==> src/rtl/clock_mode_controller_pkg.sv <==
// Shared encodings and defaults for the stopwatch/watch mode controller.
package clock_mode_pkg;

  typedef enum logic [1:0] {
    S_STOP  = 2'd0,
    S_RUN   = 2'd1,
    S_CLEAR = 2'd2
  } sw_state_e;

  typedef enum logic {
    W_NORMAL = 1'b0,
    W_EDIT   = 1'b1
  } wc_state_e;

  localparam int unsigned EDIT_TIMEOUT_S_DEFAULT = 10;

endpackage

==> src/rtl/clock_mode_controller_edit_timeout_counter.sv <==
// Saturating seconds counter that flags when watch edit mode has been idle too long.
module edit_timeout_counter
  import clock_mode_pkg::*;
#(
  parameter int unsigned EDIT_TIMEOUT_S = EDIT_TIMEOUT_S_DEFAULT
) (
  input  logic clk,
  input  logic reset,
  input  logic clear,
  input  logic enable,
  input  logic tick,
  output logic expired
);

  logic [7:0] count_q;
  logic [7:0] count_d;

  // Clear beats tick; dropping enable parks the count at zero.
  always_comb begin
    count_d = count_q;
    if (!enable || clear) begin
      count_d = 8'd0;
    end else if (tick && (count_q != 8'hFF)) begin
      count_d = count_q + 8'd1;
    end
  end

  always_ff @(posedge clk or posedge reset) begin
    if (reset) begin
      count_q <= 8'd0;
    end else begin
      count_q <= count_d;
    end
  end

  assign expired = (count_q == 8'(EDIT_TIMEOUT_S));

endmodule

==> src/rtl/clock_mode_controller.sv <==
// Stopwatch run/stop/clear FSM and watch time-edit FSM driven by debounced button pulses.
module clock_mode_controller
  import clock_mode_pkg::*;
#(
  parameter int unsigned EDIT_TIMEOUT_S = EDIT_TIMEOUT_S_DEFAULT
) (
  input  logic       clk,
  input  logic       reset,
  input  logic       sw_mode,
  input  logic       tick_1hz,
  input  logic       btn_run,
  input  logic       btn_clear,
  input  logic       btn_sec,
  input  logic       btn_min,
  input  logic       btn_hour,
  output logic       sw_run,
  output logic       sw_clear,
  output logic       wc_edit,
  output logic       wc_inc_min,
  output logic       wc_inc_hour,
  output logic       wc_zero_sec,
  output logic [3:0] led_state
);

  logic      sync1_q;
  logic      mode_s;
  sw_state_e sw_state_q;
  wc_state_e wc_state_q;
  logic      sw_run_q, sw_clear_q;
  logic      wc_edit_q, wc_inc_min_q, wc_inc_hour_q, wc_zero_sec_q;
  logic [1:0] led_sw_q, led_wc_q;

  always_ff @(posedge clk or posedge reset) begin
    if (reset) begin
      sync1_q <= 1'b0;
      mode_s  <= 1'b0;
    end else begin
      sync1_q <= sw_mode;
      mode_s  <= sync1_q;
    end
  end

  logic run_acc, clr_acc, sec_acc, min_acc, hour_acc, edit_btn;
  assign run_acc  = btn_run   & ~mode_s;
  assign clr_acc  = btn_clear & ~mode_s;
  assign sec_acc  = btn_sec   &  mode_s;
  assign min_acc  = btn_min   &  mode_s;
  assign hour_acc = btn_hour  &  mode_s;
  assign edit_btn = sec_acc | min_acc | hour_acc;

  logic in_edit, edit_enter, edit_exit, expired, timer_clear, timer_enable;
  assign in_edit    = (wc_state_q == W_EDIT);
  assign edit_enter = ~in_edit & sec_acc;
  // A button press in the same cycle as expiry keeps edit mode alive.
  assign edit_exit  = in_edit & (~mode_s | sec_acc | (expired & ~edit_btn));
  assign timer_clear  = edit_enter | (in_edit & edit_btn);
  assign timer_enable = edit_enter | (in_edit & ~edit_exit);

  edit_timeout_counter #(
    .EDIT_TIMEOUT_S(EDIT_TIMEOUT_S)
  ) u_timeout (
    .clk    (clk),
    .reset  (reset),
    .clear  (timer_clear),
    .enable (timer_enable),
    .tick   (tick_1hz),
    .expired(expired)
  );

  always_ff @(posedge clk or posedge reset) begin
    if (reset) begin
      sw_state_q <= S_STOP;
      sw_run_q   <= 1'b0;
      sw_clear_q <= 1'b0;
      led_sw_q   <= 2'b10;
    end else begin
      sw_clear_q <= 1'b0;
      case (sw_state_q)
        S_STOP: begin
          if (run_acc) begin
            sw_state_q <= S_RUN;
            sw_run_q   <= 1'b1;
            led_sw_q   <= 2'b01;
          end else if (clr_acc) begin
            sw_state_q <= S_CLEAR;
            sw_clear_q <= 1'b1;
          end
        end
        S_RUN: begin
          if (run_acc) begin
            sw_state_q <= S_STOP;
            sw_run_q   <= 1'b0;
            led_sw_q   <= 2'b10;
          end
        end
        default: begin
          sw_state_q <= S_STOP;
          sw_run_q   <= 1'b0;
          led_sw_q   <= 2'b10;
        end
      endcase
    end
  end

  always_ff @(posedge clk or posedge reset) begin
    if (reset) begin
      wc_state_q    <= W_NORMAL;
      wc_edit_q     <= 1'b0;
      wc_inc_min_q  <= 1'b0;
      wc_inc_hour_q <= 1'b0;
      wc_zero_sec_q <= 1'b0;
      led_wc_q      <= 2'b01;
    end else begin
      wc_inc_min_q  <= 1'b0;
      wc_inc_hour_q <= 1'b0;
      wc_zero_sec_q <= 1'b0;
      case (wc_state_q)
        W_NORMAL: begin
          if (sec_acc) begin
            wc_state_q <= W_EDIT;
            wc_edit_q  <= 1'b1;
            led_wc_q   <= 2'b10;
          end
        end
        default: begin
          if (edit_exit) begin
            wc_state_q    <= W_NORMAL;
            wc_edit_q     <= 1'b0;
            led_wc_q      <= 2'b01;
            wc_zero_sec_q <= sec_acc;
          end else begin
            wc_inc_hour_q <= hour_acc;
            wc_inc_min_q  <= min_acc & ~hour_acc;
          end
        end
      endcase
    end
  end

  assign sw_run      = sw_run_q;
  assign sw_clear    = sw_clear_q;
  assign wc_edit     = wc_edit_q;
  assign wc_inc_min  = wc_inc_min_q;
  assign wc_inc_hour = wc_inc_hour_q;
  assign wc_zero_sec = wc_zero_sec_q;
  assign led_state   = {led_wc_q, led_sw_q};

endmodule

==> config.mk <==
export PLATFORM = sky130hd
export DESIGN_NAME = clock_mode_controller
export DESIGN_NICKNAME = d
export VERILOG_FILES = /design/src/rtl/clock_mode_controller_pkg.sv /design/src/rtl/clock_mode_controller_edit_timeout_counter.sv /design/src/rtl/clock_mode_controller.sv
export SDC_FILE = /design/constraint.sdc
export NUM_CORES = 1
export LEC_CHECK = 0
export BUFFER_PORTS_ARGS = -buffer_cell sky130_fd_sc_hd__buf_2
export CAP_MARGIN = 15
export CORE_MARGIN = 10
export CORE_UTILIZATION = 46
export CTS_BUF_LIST = sky130_fd_sc_hd__clkbuf_4
export CTS_CLUSTER_SIZE = 30
export DETAILED_ROUTE_END_ITERATION = 6
export PLACE_DENSITY_LB_ADDON = 0.1
export SYNTH_ARGS = -nofsm -noshare
export SYNTH_HDL_FRONTEND = slang
export SYNTH_HIERARCHICAL = 1
export SYNTH_SLANG_ARGS = --single-unit
export TNS_END_PERCENT = 100
==> constraint.sdc <==
create_clock -name clk -period 3.1 [get_ports clk]
set_input_delay 0.31 -clock clk [delete_from_list [all_inputs] [get_ports clk]]
set_output_delay 0.31 -clock clk [all_outputs]
set_load 0.01 [all_outputs]
Word level (Yosys, flattened, before mapping). Cells that the tools add are included.

Word-level logic and storage cells: 82. Output and inout bits: 10. Bits in registers: 23. Input port bits: 9.

Equality and inequality tests: 7. Bitwise logic cells: 22. $add $sub $neg: 1. Reductions and logical operators: 9. Multiplexer cells: 30.

Operators with widths (count): 2-to-1 mux 1 bit (17); 2-to-1 mux 2 bit (8); 2-to-1 mux 8 bit (2); AND 1 bit (11); adder 8 x 1 -> 8 bit, second input constant (1); == test 8 x 4 -> 1 bit, second input constant (1); inequality test 8 bit, second input constant (1); one-hot mux 2 bit (2 select lines) (2); OR 1 bit (6); AND reduction 2 bit (3); inverter 1 bit (5); inequality test 2 bit, second input constant (2); nonzero test 2 bit (2); inequality test 3 bit, second input constant (1); == test 2 x 1 -> 1 bit, second input constant (1); logical NOT 2 bit (1); inequality test 2 x 1 -> 1 bit, second input constant (1); one-hot mux 1 bit (2 select lines) (1); logical AND 1 bit (1); logical NOT 1 bit (1); logical OR 1 bit (1).

Longest topological paths before layout. Gate-level depths: netlist of the first run.

Depth after elaboration: 13. Gate-level depth with buffers: 11. Gate-level depth less buffers: 10.

Modules after synthesis. Netlist of the first run, hierarchy kept.

By module, submodules not included: clock_mode_controller (area each 539.3 um^2, instances 1, cells each 44, sequential area each 327.8 um^2); edit_timeout_counter (area each 493.0 um^2, instances 1, cells each 54, sequential area each 200.2 um^2).

Least setup slack after synthesis of the first run. OpenSTA, ideal clock, no wires.

Kind: register to register. Start: reg u_timeout.count_q[0]. End: reg u_timeout.count_q[7]. Stages on the path, launching flop included: 12. Path buffers: 1. Required time: 2.964 ns. Setup slack: 0.776 ns. Data arrival time: 2.188 ns. Clock period less this slack: 2.324 ns. Setup time: 0.136 ns. Cell sequence: dfrtp_1 -> inv_1 -> ha_1 -> or4b_1 -> nor4b_1 -> nor3b_2 -> o21ai_0 -> and2_2 -> nor2b_1 -> clkbuf_1 -> o311ai_1 -> o41ai_1.

Longest elaborated chain between the ends: 10. Elaborated cells between the ends (all ways): 15. Classes of those cells: add/sub (1); eq/ne (2); mux (2); bitwise (6); reduce/logical (4).

RTL lines: start, declared (line clock_mode_controller_edit_timeout_counter.sv:15) `logic [7:0] count_q;`; start signal, assigned (line clock_mode_controller_edit_timeout_counter.sv:32) `count_q <= count_d;`; == test 8 x 4 -> 1 bit * (line clock_mode_controller_edit_timeout_counter.sv:36) `assign expired = (count_q == 8'(EDIT_TIMEOUT_S));`; net expired (line clock_mode_controller.sv:51) `logic in_edit, edit_enter, edit_exit, expired, timer_clear, timer_enable;`; AND 1 bit * (line clock_mode_controller.sv:55) `assign edit_exit = in_edit & (~mode_s | sec_acc | (expired & ~edit_btn));`; OR 1 bit * (line clock_mode_controller.sv:55); AND 1 bit * (line clock_mode_controller.sv:55); inverter 1 bit * (line clock_mode_controller.sv:57) `assign timer_enable = edit_enter | (in_edit & ~edit_exit);`; AND 1 bit * (line clock_mode_controller.sv:57); OR 1 bit * (line clock_mode_controller.sv:57); net timer_enable (line clock_mode_controller.sv:51); logical NOT 1 bit * (line clock_mode_controller_edit_timeout_counter.sv:21) `if (!enable || clear) begin`; logical OR 1 bit * (line clock_mode_controller_edit_timeout_counter.sv:21); 2-to-1 mux 8 bit or nonzero test 2 bit (tied branches).

Mark *: on every way through the listed nets, which the timed path passes. The rest lies on a longest branch. The select of a mux whose other input is x is not followed. A chain may end at the register's enable or synchronous reset.

Worst setup path after layout of the first run. Same ends and word-level chain as after synthesis.

==> results of run 1 <==
==> per-stage QoR <==
step,setup WS (ns),std cells,hold slack (ns)
5_1_grt,0.365,145,0.0876
3_5_place_dp,0.670,140,0.276
3_3_place_gp,0.745,140,0.279
4_1_cts,0.631,145,0.0955
2_1_floorplan,0.776,98,0.126
6_report,0.626,145,0.108
==> area by class of cell <==
class / count / area [sq um] / share of cell area
clock buffer: 4 / 30.0 / 0.0256
inverter: 6 / 22.5 / 0.0192
multi-input combinational: 67 / 455 / 0.389
sequential: 21 / 528 / 0.451
tap: 28 / 35.0 / 0.0299
timing repair buffer: 19 / 100 / 0.0855
==> report_power, final <==
part	total [W]	internal, W	switching (W)
registers	0.000308	0.000295	0.0000131
logic	0.0000782	0.0000358	0.0000424
clock network	0.000138	0.0000588	0.0000793
total	0.000525	0.000390	0.000135
==> per-layer routing <==
layer,wire (microns),vias to the layer above,share of wire
li1,-,394,-
met4,17,0,0.0085
met3,108,2,0.054
met5,0,-,0
met1,986,366,0.49
met2,881,22,0.44
==> logic make-up after synthesis <==
kind of cell	Yosys count
multiplexers	2
AND/OR/NAND/NOR	41
adder cells (fa/ha/maj)	2
flip-flops	21
buffers and inverters	10
AO/OA/AOI/OAI	22
==> state kept, by name (all words and copies together) (netlist names) <==
signal             cells
in_edit                1
sw_state_q             2
u_timeout/count_q      8
wc_zero_sec            1
wc_inc_min             1
sw_run                 1
wc_edit                1
led_sw_q               1
mode_s                 1
led_wc_q               1
wc_inc_hour            1
sync1_q                1
sw_clear               1
==> worst paths after layout <==
| path | start | end |
|---|---|---|
| max | u_timeout/count_q[0]$_DFFE_PP0P_ | u_timeout/count_q[7]$_DFFE_PP0P_ |
| min | sw_mode | sync1_q$_DFF_PP0_ |
| max reg2reg | u_timeout/count_q[0]$_DFFE_PP0P_ | u_timeout/count_q[7]$_DFFE_PP0P_ |
| min reg2reg | sync1_q$_DFF_PP0_ | mode_s$_DFF_PP0_ |
| max in group asynchronous | reset | led_wc_q[0]$_DFFE_PP1P_ |
| min in group asynchronous | reset | u_timeout/count_q[1]$_DFFE_PP0P_ |
==> cell usage in the layout, fill, tap and decap left out, types with 2 or more instances in the layout <==
cell,instances
sky130_fd_sc_hd__o31ai_1,2
sky130_fd_sc_hd__clkbuf_4,4
sky130_fd_sc_hd__nand2_1,9
sky130_fd_sc_hd__or4b_1,2
sky130_fd_sc_hd__nand2b_1,5
sky130_fd_sc_hd__and3_1,2
sky130_fd_sc_hd__dfstp_2,2
sky130_fd_sc_hd__and2_1,2
sky130_fd_sc_hd__o21a_1,2
sky130_fd_sc_hd__inv_1,6
sky130_fd_sc_hd__nand4_1,3
sky130_fd_sc_hd__buf_2,18
sky130_fd_sc_hd__dfrtp_1,19
sky130_fd_sc_hd__mux2i_1,2
sky130_fd_sc_hd__ha_1,2
sky130_fd_sc_hd__nor4b_1,2
sky130_fd_sc_hd__nand3_1,2
sky130_fd_sc_hd__a21oi_1,6
sky130_fd_sc_hd__o21ai_0,4
sky130_fd_sc_hd__nor3b_1,2
==> results.toml, run 1 <==
[finish]
layout.core_utilization = 0.540
finalInstanceArea_sq_mm = 0.00117
area_growth_syn_to_layout_pct = 13.5
insertedDiodeCount = 0
filler_cell_count = 219
drive_gt1_frac = 0.265
design.final.nets = 129

[placement]
place_area_sq_mm = 0.00113
dp.final_hpwl_mm = 1.53
finalWeightedCongestion = 0.887
place.port_buffers = 18

[logic_synthesis]
most_common_flop_cell_mapped_by_yosys = "sky130_fd_sc_hd__dfrtp_1"
ys_ff_latch = 21
synth_adder_area_share = 0.0242
yosys-top-cells-area = "sky130_fd_sc_hd__dfrtp_1, sky130_fd_sc_hd__dfstp_2, sky130_fd_sc_hd__nand2_1"
number_of_nets_produced_by_synthesis = 109
synth_simple_gate_area_share = 0.258
yosysTopAreaCellShare = 0.461
synthesized_cell_area_sq_mm = 0.00103
synth_area_leader_cell = "sky130_fd_sc_hd__dfrtp_1"
synth_top_cells_by_count = "sky130_fd_sc_hd__dfrtp_1, sky130_fd_sc_hd__nand2_1, sky130_fd_sc_hd__a21oi_1, sky130_fd_sc_hd__inv_1, sky130_fd_sc_hd__nand2b_1"
async_flop_share = 1.00
avgSynthCellArea_sq_um = 10.5
synth_compound_gate_area_share = 0.139
postSynthCellCount = 98
ys_seq_area_frac = 0.512
yosys.area_share.xor_xnor = 0
post-synth-top-count-cell = "sky130_fd_sc_hd__dfrtp_1"
synthMuxAreaShare = 0.0194
yosysWarnings = 6
ys_types = 40
main_combinational_cell_family_by_area_after_synthesis = "simple AND/OR/NAND/NOR gates"
number_of_enable_flip_flop_cells_after_synthesis = 0

[flow_run]
maxCapViolCount = 0

[critical_path]
critPathBufInv = 1
r2r.worst_path.cells = 10
critical_path_peak_fanout = 8
crit_path_start_kind = "flop"
cpPeakStageDelay_ns = 0.42
timing.critical_path.cells = "inv_1, ha_1, or4b_1, nor4b_1, nor3b_2, o21ai_0, and2_2, nor2b_1, o311ai_1, o41ai_1"
r2r_setup_slack_ns = 0.63
timing.critical_path.to_type = "flop"
path_class = "reg2reg"
crit_path_slowest_cell = "sky130_fd_sc_hd__dfrtp_1"
cp_top_family = "simple AND/OR/NAND/NOR gates"
worstSetupPathDepth = 10
worst_ep_required_time_ns = 3.27
timing.critical_path.arrival_ns = 2.65

[drt]
via_count = 784
vias_per_cell = 5.41
routed_wirelength_mm = 2.00
drt_iter0_drc = 48
average_routed_wire_per_standard_cell_microns = 13.8
detail_route.first_pass.iterations = 4
drc = 0
antenna_violating_nets_post_route = 0

[clocking]
cts_buffers = 3
cts_hold_repair.buffers = 1
cts_resized = 0
clockBufferDepth = 2
tritoncts = "built"
clk_transition_reported_paths_ns = 0.12
numClockSinks = 21
h_tree_depth = 1
post_cts_buffers = 0
worstSkewPairLatency_ns = 0.30
clock_tree.root_cell = "sky130_fd_sc_hd__clkbuf_4"

[global_route]
grt_overflow = 0
number_of_global_route_vias_before_repair = 763
grt_max_degree = 14
wire_length_of_the_first_global_routing_pass_mm = 3.42
antenna_violations_before_repair = 0
use_met3 = 0.0281
groute.usage.overall = 0.0966
globalRouteMet1Util = 0.126
global_route.peak_usage_layer = "met2"
grt_use_met2 = 0.141

[timing]
setup_repair_after_global_routing_missed_its_margin = "no"
final.min_clock_period_ns = 2.47
finalSetupViolations = 0
total_negative_slack_ns = 0
final_hold_violation_count = 0
slew_violations = 0
timing.final.crit_share = 0.798
max-slew-margin-rel = 0.665
fmax_mhz = 404
worst_clock_skew_ns = 0.00505
tightestPinTransition_ns = 0.502

[pwr]
total_power_w = 0.000525
power.density_mw_per_mm2 = 448
p_leak_nw = 0.541
max-vdd-ir-drop_v = 0.000340

[floorplan]
start_util = 0.476
core_sq_mm = 0.00217
std_cell_rows = 17
io_pins = 19
fp.dieArea_sq_mm = 0.00454
die-height_microns = 67.4
die_w_microns = 67.4

[status]
result_of_the_run = "complete, no violations"

[worst_hold_path]
min_delay_path_depth = 1
hold_path_class = "in2reg"
(Power assumes the default switching activity.)
==> run 2: changes to the inputs <==
==> constraint.sdc (replaced) <==
create_clock -name clk -period 2.5 [get_ports clk]
set_input_delay 0.25 -clock clk [delete_from_list [all_inputs] [get_ports clk]]
set_output_delay 0.25 -clock clk [all_outputs]
set_load 0.01 [all_outputs]
==> results.toml, run 2 (synthesis results as in run 1) <==
[status]
result_of_the_run = "complete, no violations"

[floorplan]
io_pins = 19
die-height_microns = 67.4
std_cell_rows = 17
fp.dieArea_sq_mm = 0.00454
start_util = 0.476
die_w_microns = 67.4
core_sq_mm = 0.00217

[global_route]
antenna_violations_before_repair = 0
grt_overflow = 0
grt_max_degree = 14
groute.usage.overall = 0.0966
wire_length_of_the_first_global_routing_pass_mm = 3.45
number_of_global_route_vias_before_repair = 762

[placement]
dp.final_hpwl_mm = 1.52
dp_slack_ns = 0.0668
finalWeightedCongestion = 0.887
place.port_buffers = 18

[timing]
total_negative_slack_ns = 0
final_hold_violation_count = 0
tightestPinTransition_ns = 0.499
fmax_mhz = 434
timing.final.ws_setup_ns = 0.197
final.min_clock_period_ns = 2.30
whs_ns = 0.0490
timing.final.crit_share = 0.921
max-slew-margin-rel = 0.667
slew_violations = 0
worst_clock_skew_ns = 0.00668
finalSetupViolations = 0

[finish]
final_common_cell = "sky130_fd_sc_hd__dfrtp_1"
filler_cell_count = 208
multi_input_area_sq_um = 477
drive_gt1_frac = 0.303
insertedDiodeCount = 0
largest_registers_ranked_by_flip_flop_count = "u_timeout/count_q (8), sw_state_q (2)"
area_growth_syn_to_layout_pct = 17.0
layout.cells.most_common_list = "sky130_fd_sc_hd__dfrtp_1, sky130_fd_sc_hd__buf_2, sky130_fd_sc_hd__nand2_1"
flip_flop_count_of_the_largest_register_all_copies_and_words_added = 8
design.final.nets = 131
largest-register = "u_timeout/count_q"
seq_area_sq_um = 528

[drt]
drc = 0
via_count = 781
detail_route.first_pass.iterations = 4
routed_wirelength_mm = 2.07
route.met3.wl_microns = 88
average_routed_wire_per_standard_cell_microns = 14.0
detail_route.wirelength.met1_mm = 1.02
vias_per_cell = 5.31
antenna_violating_nets_post_route = 0
wl_met2_microns = 937
drt_iter0_drc = 23
top_layer = "met4"

[flow_run]
maxCapViolCount = 0

[pwr]
p_sw_frac = 0.257
p_leak_nw = 0.559
clkPwrFrac = 0.260
power.switching_w = 0.000168
power.density_mw_per_mm2 = 543
comb_power_share = 0.156
max-vdd-ir-drop_v = 0.000423
power.internal_w = 0.000487
flop_pwr_share = 0.584

[critical_path]
cp_top_family = "simple AND/OR/NAND/NOR gates"
cpPeakStageDelay_ns = 0.44
r2r.worst_path.cells = 10
critical_path_peak_fanout = 8
timing.critical_path.arrival_ns = 2.47
regToRegStartpoint = "u_timeout/count_q[0]$_DFFE_PP0P_"
critPathBufInv = 1
r2r-end = "u_timeout/count_q[7]$_DFFE_PP0P_"
timing.critical_path.to_type = "flop"
critPathLaunch = "u_timeout/count_q[0]$_DFFE_PP0P_"
worst_ep_required_time_ns = 2.67
r2r_setup_slack_ns = 0.20
timing.critical_path.cells = "inv_1, ha_1, or4b_1, nor4b_2, nor3b_2, o21ai_0, and2_2, nor2b_4, o311ai_1, o41ai_1"
crit_path_start_kind = "flop"
path_class = "reg2reg"
crit_path_slowest_cell = "sky130_fd_sc_hd__or4b_1"

[clocking]
h_tree_depth = 1
worstSkewPairLatency_ns = 0.29
numClockSinks = 21
tritoncts = "built"
clockBufferDepth = 2
cts_buffers = 3
clk_transition_reported_paths_ns = 0.12
clock_tree.root_cell = "sky130_fd_sc_hd__clkbuf_4"

[worst_hold_path]
hold_path_class = "in2reg"
worstHoldStart = "sw_mode"
min_delay_worst_endpoint = "sync1_q$_DFF_PP0_"
min_delay_path_depth = 1
[run 2: worst max path at each step]
stage | endpoint | slack [ns] | cells after the start
after floorplan | u_timeout/count_q[7]$_DFFE_PP0P_ | 0.18 | 11
after global placement | u_timeout/count_q[7]$_DFFE_PP0P_ | 0.14 | 10
after detailed placement | u_timeout/count_q[7]$_DFFE_PP0P_ | 0.07 | 10
after CTS | u_timeout/count_q[7]$_DFFE_PP0P_ | 0.03 | 10
after global routing | u_timeout/count_q[7]$_DFFE_PP0P_ | -0.005 | 10
final | u_timeout/count_q[7]$_DFFE_PP0P_ | 0.20 | 10
[run 2: what timing repair did]
action | 4_1_cts | 5_1_grt
hold endpoints to repair | 19 | 0
setup endpoints to repair | 0 | 8
hold buffers | 1 | 0
setup buffers | 0 | 2
resized for setup | 0 | 4
[run 2: per-layer routing]
metal,vias up,track usage
met1,369,0.130
met5,-,0
met3,2,0.0281
met4,0,0.0410
met2,14,0.141
li1,396,-
[run 2: cell type report]
cell class / count / area share
Clock buffer: 4 / 0.0249
Inverter: 6 / 0.0187
Multi-Input combinational cell: 67 / 0.395
Sequential cell: 21 / 0.437
Tap cell: 28 / 0.0290
Timing Repair Buffer: 21 / 0.0953
[run 2: worst register-to-register path: cells and delay by family, from the launching register on]
kind,cells,cell delay (ns)
AND/OR/NAND/NOR,5,1.24
flip-flops,1,0.42
AO/OA/AOI/OAI,3,0.31
adder cells (fa/ha/maj),1,0.13
buffers and inverters,1,0.08
[run 2: through the flow]
| stage | cell area (sq um) | total power (W) | utilization | instances |
|---|---|---|---|---|
| 6_report | 1210 | 0.000655 | 0.557 | 147 |
| 5_1_grt | 1210 | 0.000692 | 0.557 | 147 |
| 4_1_cts | 1170 | 0.000660 | 0.540 | 145 |
| 3_5_place_dp | 1130 | 0.000488 | 0.521 | 140 |
| 3_3_place_gp | 1130 | 0.000486 | 0.521 | 140 |
| 2_1_floorplan | 1030 | 0.000454 | - | 98 |
[run 2: power groups by stage]
stage                     Sequential, W  Combinational, W  Clock (W)
after floorplan                0.000395         0.0000591          0
after global placement         0.000389         0.0000975          0
after detailed placement       0.000389         0.0000985          0
after CTS                      0.000383         0.0000999   0.000178
after global routing           0.000387          0.000115   0.000190
final                          0.000383          0.000102   0.000170
==> run 3: changes to the inputs <==
==> constraint.sdc (replaced) <==
create_clock -name clk -period 2.5 [get_ports clk]
set_input_delay 0.5 -clock clk [delete_from_list [all_inputs] [get_ports clk]]
set_output_delay 0.5 -clock clk [all_outputs]
set_load 0.01 [all_outputs]
==> results.toml, run 3 (synthesis results as in run 1) <==
[status]
result_of_the_run = "complete, no violations"

[timing]
final.min_clock_period_ns = 2.30
slew_violations = 0
worst_clock_skew_ns = 0.00668
timing.final.crit_share = 0.921
final_hold_violation_count = 0
timing.final.ws_setup_ns = 0.197
finalSetupViolations = 0
tightestPinTransition_ns = 0.499
max-slew-margin-rel = 0.667
fmax_mhz = 434

[floorplan]
fp.dieArea_sq_mm = 0.00454
start_util = 0.476
io_pins = 19
die_w_microns = 67.4
die-height_microns = 67.4
std_cell_rows = 17
core_sq_mm = 0.00217

[placement]
dp.final_hpwl_mm = 1.52
count_of_placed_standard_cells_including_taps = 140
place_area_sq_mm = 0.00113
finalWeightedCongestion = 0.887
dp_slack_ns = 0.0668
place.port_buffers = 18

[critical_path]
critPathLaunch = "u_timeout/count_q[0]$_DFFE_PP0P_"
setup.worst_path.end = "u_timeout/count_q[7]$_DFFE_PP0P_"
timing.critical_path.arrival_ns = 2.47
critical_path_peak_fanout = 8
worstSetupPathDepth = 10
regToRegStartpoint = "u_timeout/count_q[0]$_DFFE_PP0P_"
cp_top_family = "simple AND/OR/NAND/NOR gates"
timing.critical_path.cells = "inv_1, ha_1, or4b_1, nor4b_2, nor3b_2, o21ai_0, and2_2, nor2b_4, o311ai_1, o41ai_1"
crit_path_slowest_cell = "sky130_fd_sc_hd__or4b_1"
critPathBufInv = 1
r2r_setup_slack_ns = 0.20
crit_path_start_kind = "flop"
worst_ep_required_time_ns = 2.67
cpPeakStageDelay_ns = 0.44
r2r.worst_path.cells = 10
r2r-end = "u_timeout/count_q[7]$_DFFE_PP0P_"
path_class = "reg2reg"
timing.critical_path.to_type = "flop"

[drt]
drc = 0
routed_wirelength_mm = 2.07
antenna_violating_nets_post_route = 0
vias_per_cell = 5.32
via_count = 777
average_routed_wire_per_standard_cell_microns = 14.2
detail_route.first_pass.iterations = 4
drt_iter0_drc = 31

[finish]
drive_gt1_frac = 0.305
largest_registers_ranked_by_flip_flop_count = "u_timeout/count_q (8), sw_state_q (2)"
multi_input_area_sq_um = 477
seq_area_sq_um = 528
final_common_cell = "sky130_fd_sc_hd__dfrtp_1"
flip_flop_count_of_the_largest_register_all_copies_and_words_added = 8
area_growth_syn_to_layout_pct = 16.0
design.final.nets = 130
layout.cells.most_common_list = "sky130_fd_sc_hd__dfrtp_1, sky130_fd_sc_hd__buf_2, sky130_fd_sc_hd__nand2_1"
finalInstanceArea_sq_mm = 0.00120
largest-register = "u_timeout/count_q"
filler_cell_count = 209
insertedDiodeCount = 0
final_instance_count_without_filler_cells = 146

[pwr]
clkPwrFrac = 0.260
p_leak_nw = 0.554
power.density_mw_per_mm2 = 546
power.internal_w = 0.000486
comb_power_share = 0.155
flop_pwr_share = 0.585
total_power_w = 0.000654
max-vdd-ir-drop_v = 0.000423
power.switching_w = 0.000168
p_sw_frac = 0.257

[worst_hold_path]
hold_path_class = "in2async"

[clocking]
h_tree_depth = 1
clockBufferDepth = 2
clk_transition_reported_paths_ns = 0.11
cts_buffers = 3
tritoncts = "built"
numClockSinks = 21
clock_tree.root_cell = "sky130_fd_sc_hd__clkbuf_4"
worstSkewPairLatency_ns = 0.29
cts_hold_repair.buffers = 0

[global_route]
number_of_global_route_vias_before_repair = 762
grt_max_degree = 14
grt_overflow = 0
antenna_violations_before_repair = 0
groute.usage.overall = 0.0966
wire_length_of_the_first_global_routing_pass_mm = 3.45

[flow_run]
maxCapViolCount = 0
## run 3: cell types whose count changed in the layout (fill, tap and decap cells not counted), sizes merged
cell / delta
dlygate4sd3: -1
## run 3: repair_timing
action | in CTS | in global routing
hold endpoints to repair | 0 | 0
setup buffers | 0 | 2
gates resized for setup | 0 | 4
setup endpoints to repair | 0 | 8
## run 3: worst min-delay path by stage
| stage | startpoint | end | slack, ns | depth (start not counted) |
|---|---|---|---|---|
| 2_1_floorplan | reset | u_timeout/count_q[0]$_DFFE_PP0P_ | 0.32 | 1 |
| 6_report | reset | u_timeout/count_q[1]$_DFFE_PP0P_ | 0.14 | 2 |
| 3_5_place_dp | sync1_q$_DFF_PP0_ | mode_s$_DFF_PP0_ | 0.33 | 0 |
| 4_1_cts | reset | u_timeout/count_q[0]$_DFFE_PP0P_ | 0.14 | 2 |
| 3_3_place_gp | sync1_q$_DFF_PP0_ | mode_s$_DFF_PP0_ | 0.34 | 0 |
| 5_1_grt | reset | u_timeout/count_q[2]$_DFFE_PP0P_ | 0.15 | 2 |
## run 3: worst reg2reg max path: stages (launching register included)
cell                       delay [ns]
sky130_fd_sc_hd__dfrtp_1         0.42
sky130_fd_sc_hd__inv_1           0.08
sky130_fd_sc_hd__ha_1            0.13
sky130_fd_sc_hd__or4b_1          0.44
sky130_fd_sc_hd__nor4b_2         0.21
sky130_fd_sc_hd__nor3b_2         0.21
sky130_fd_sc_hd__o21ai_0         0.10
sky130_fd_sc_hd__and2_2          0.22
sky130_fd_sc_hd__nor2b_4         0.16
sky130_fd_sc_hd__o311ai_1        0.09
sky130_fd_sc_hd__o41ai_1         0.12
## run 3: metal layers
| metal | share of wire | global-route usage |
|---|---|---|
| met1 | 0.50 | 0.130 |
| met2 | 0.45 | 0.141 |
| met3 | 0.043 | 0.0281 |
| met4 | 0.0082 | 0.0410 |
| met5 | 0 | 0 |
## run 3: metrics by stage
stage                util  setup TNS [ns]  hold slack, ns
floorplan               -               0           0.316
global placement    0.521               0           0.336
detailed placement  0.521               0           0.335
CTS                 0.535               0           0.136
global route        0.552        -0.00489           0.146
finish              0.552               0           0.137
## run 3: cell type report
class	count	share of cell area
Sequential cell	21	0.441
Tap cell	28	0.0293
Timing Repair Buffer	20	0.0878
Multi-Input combinational cell	67	0.398
Clock buffer	4	0.0251
Inverter	6	0.0188
## run 3: power groups by stage
stage	Combinational (W)	Clock, W	Sequential (W)
finish	0.000101	0.000170	0.000383
global route	0.000113	0.000190	0.000387
detailed placement	0.0000985	0	0.000389
CTS	0.0000987	0.000178	0.000383
floorplan	0.0000591	0	0.000395
global placement	0.0000975	0	0.000389
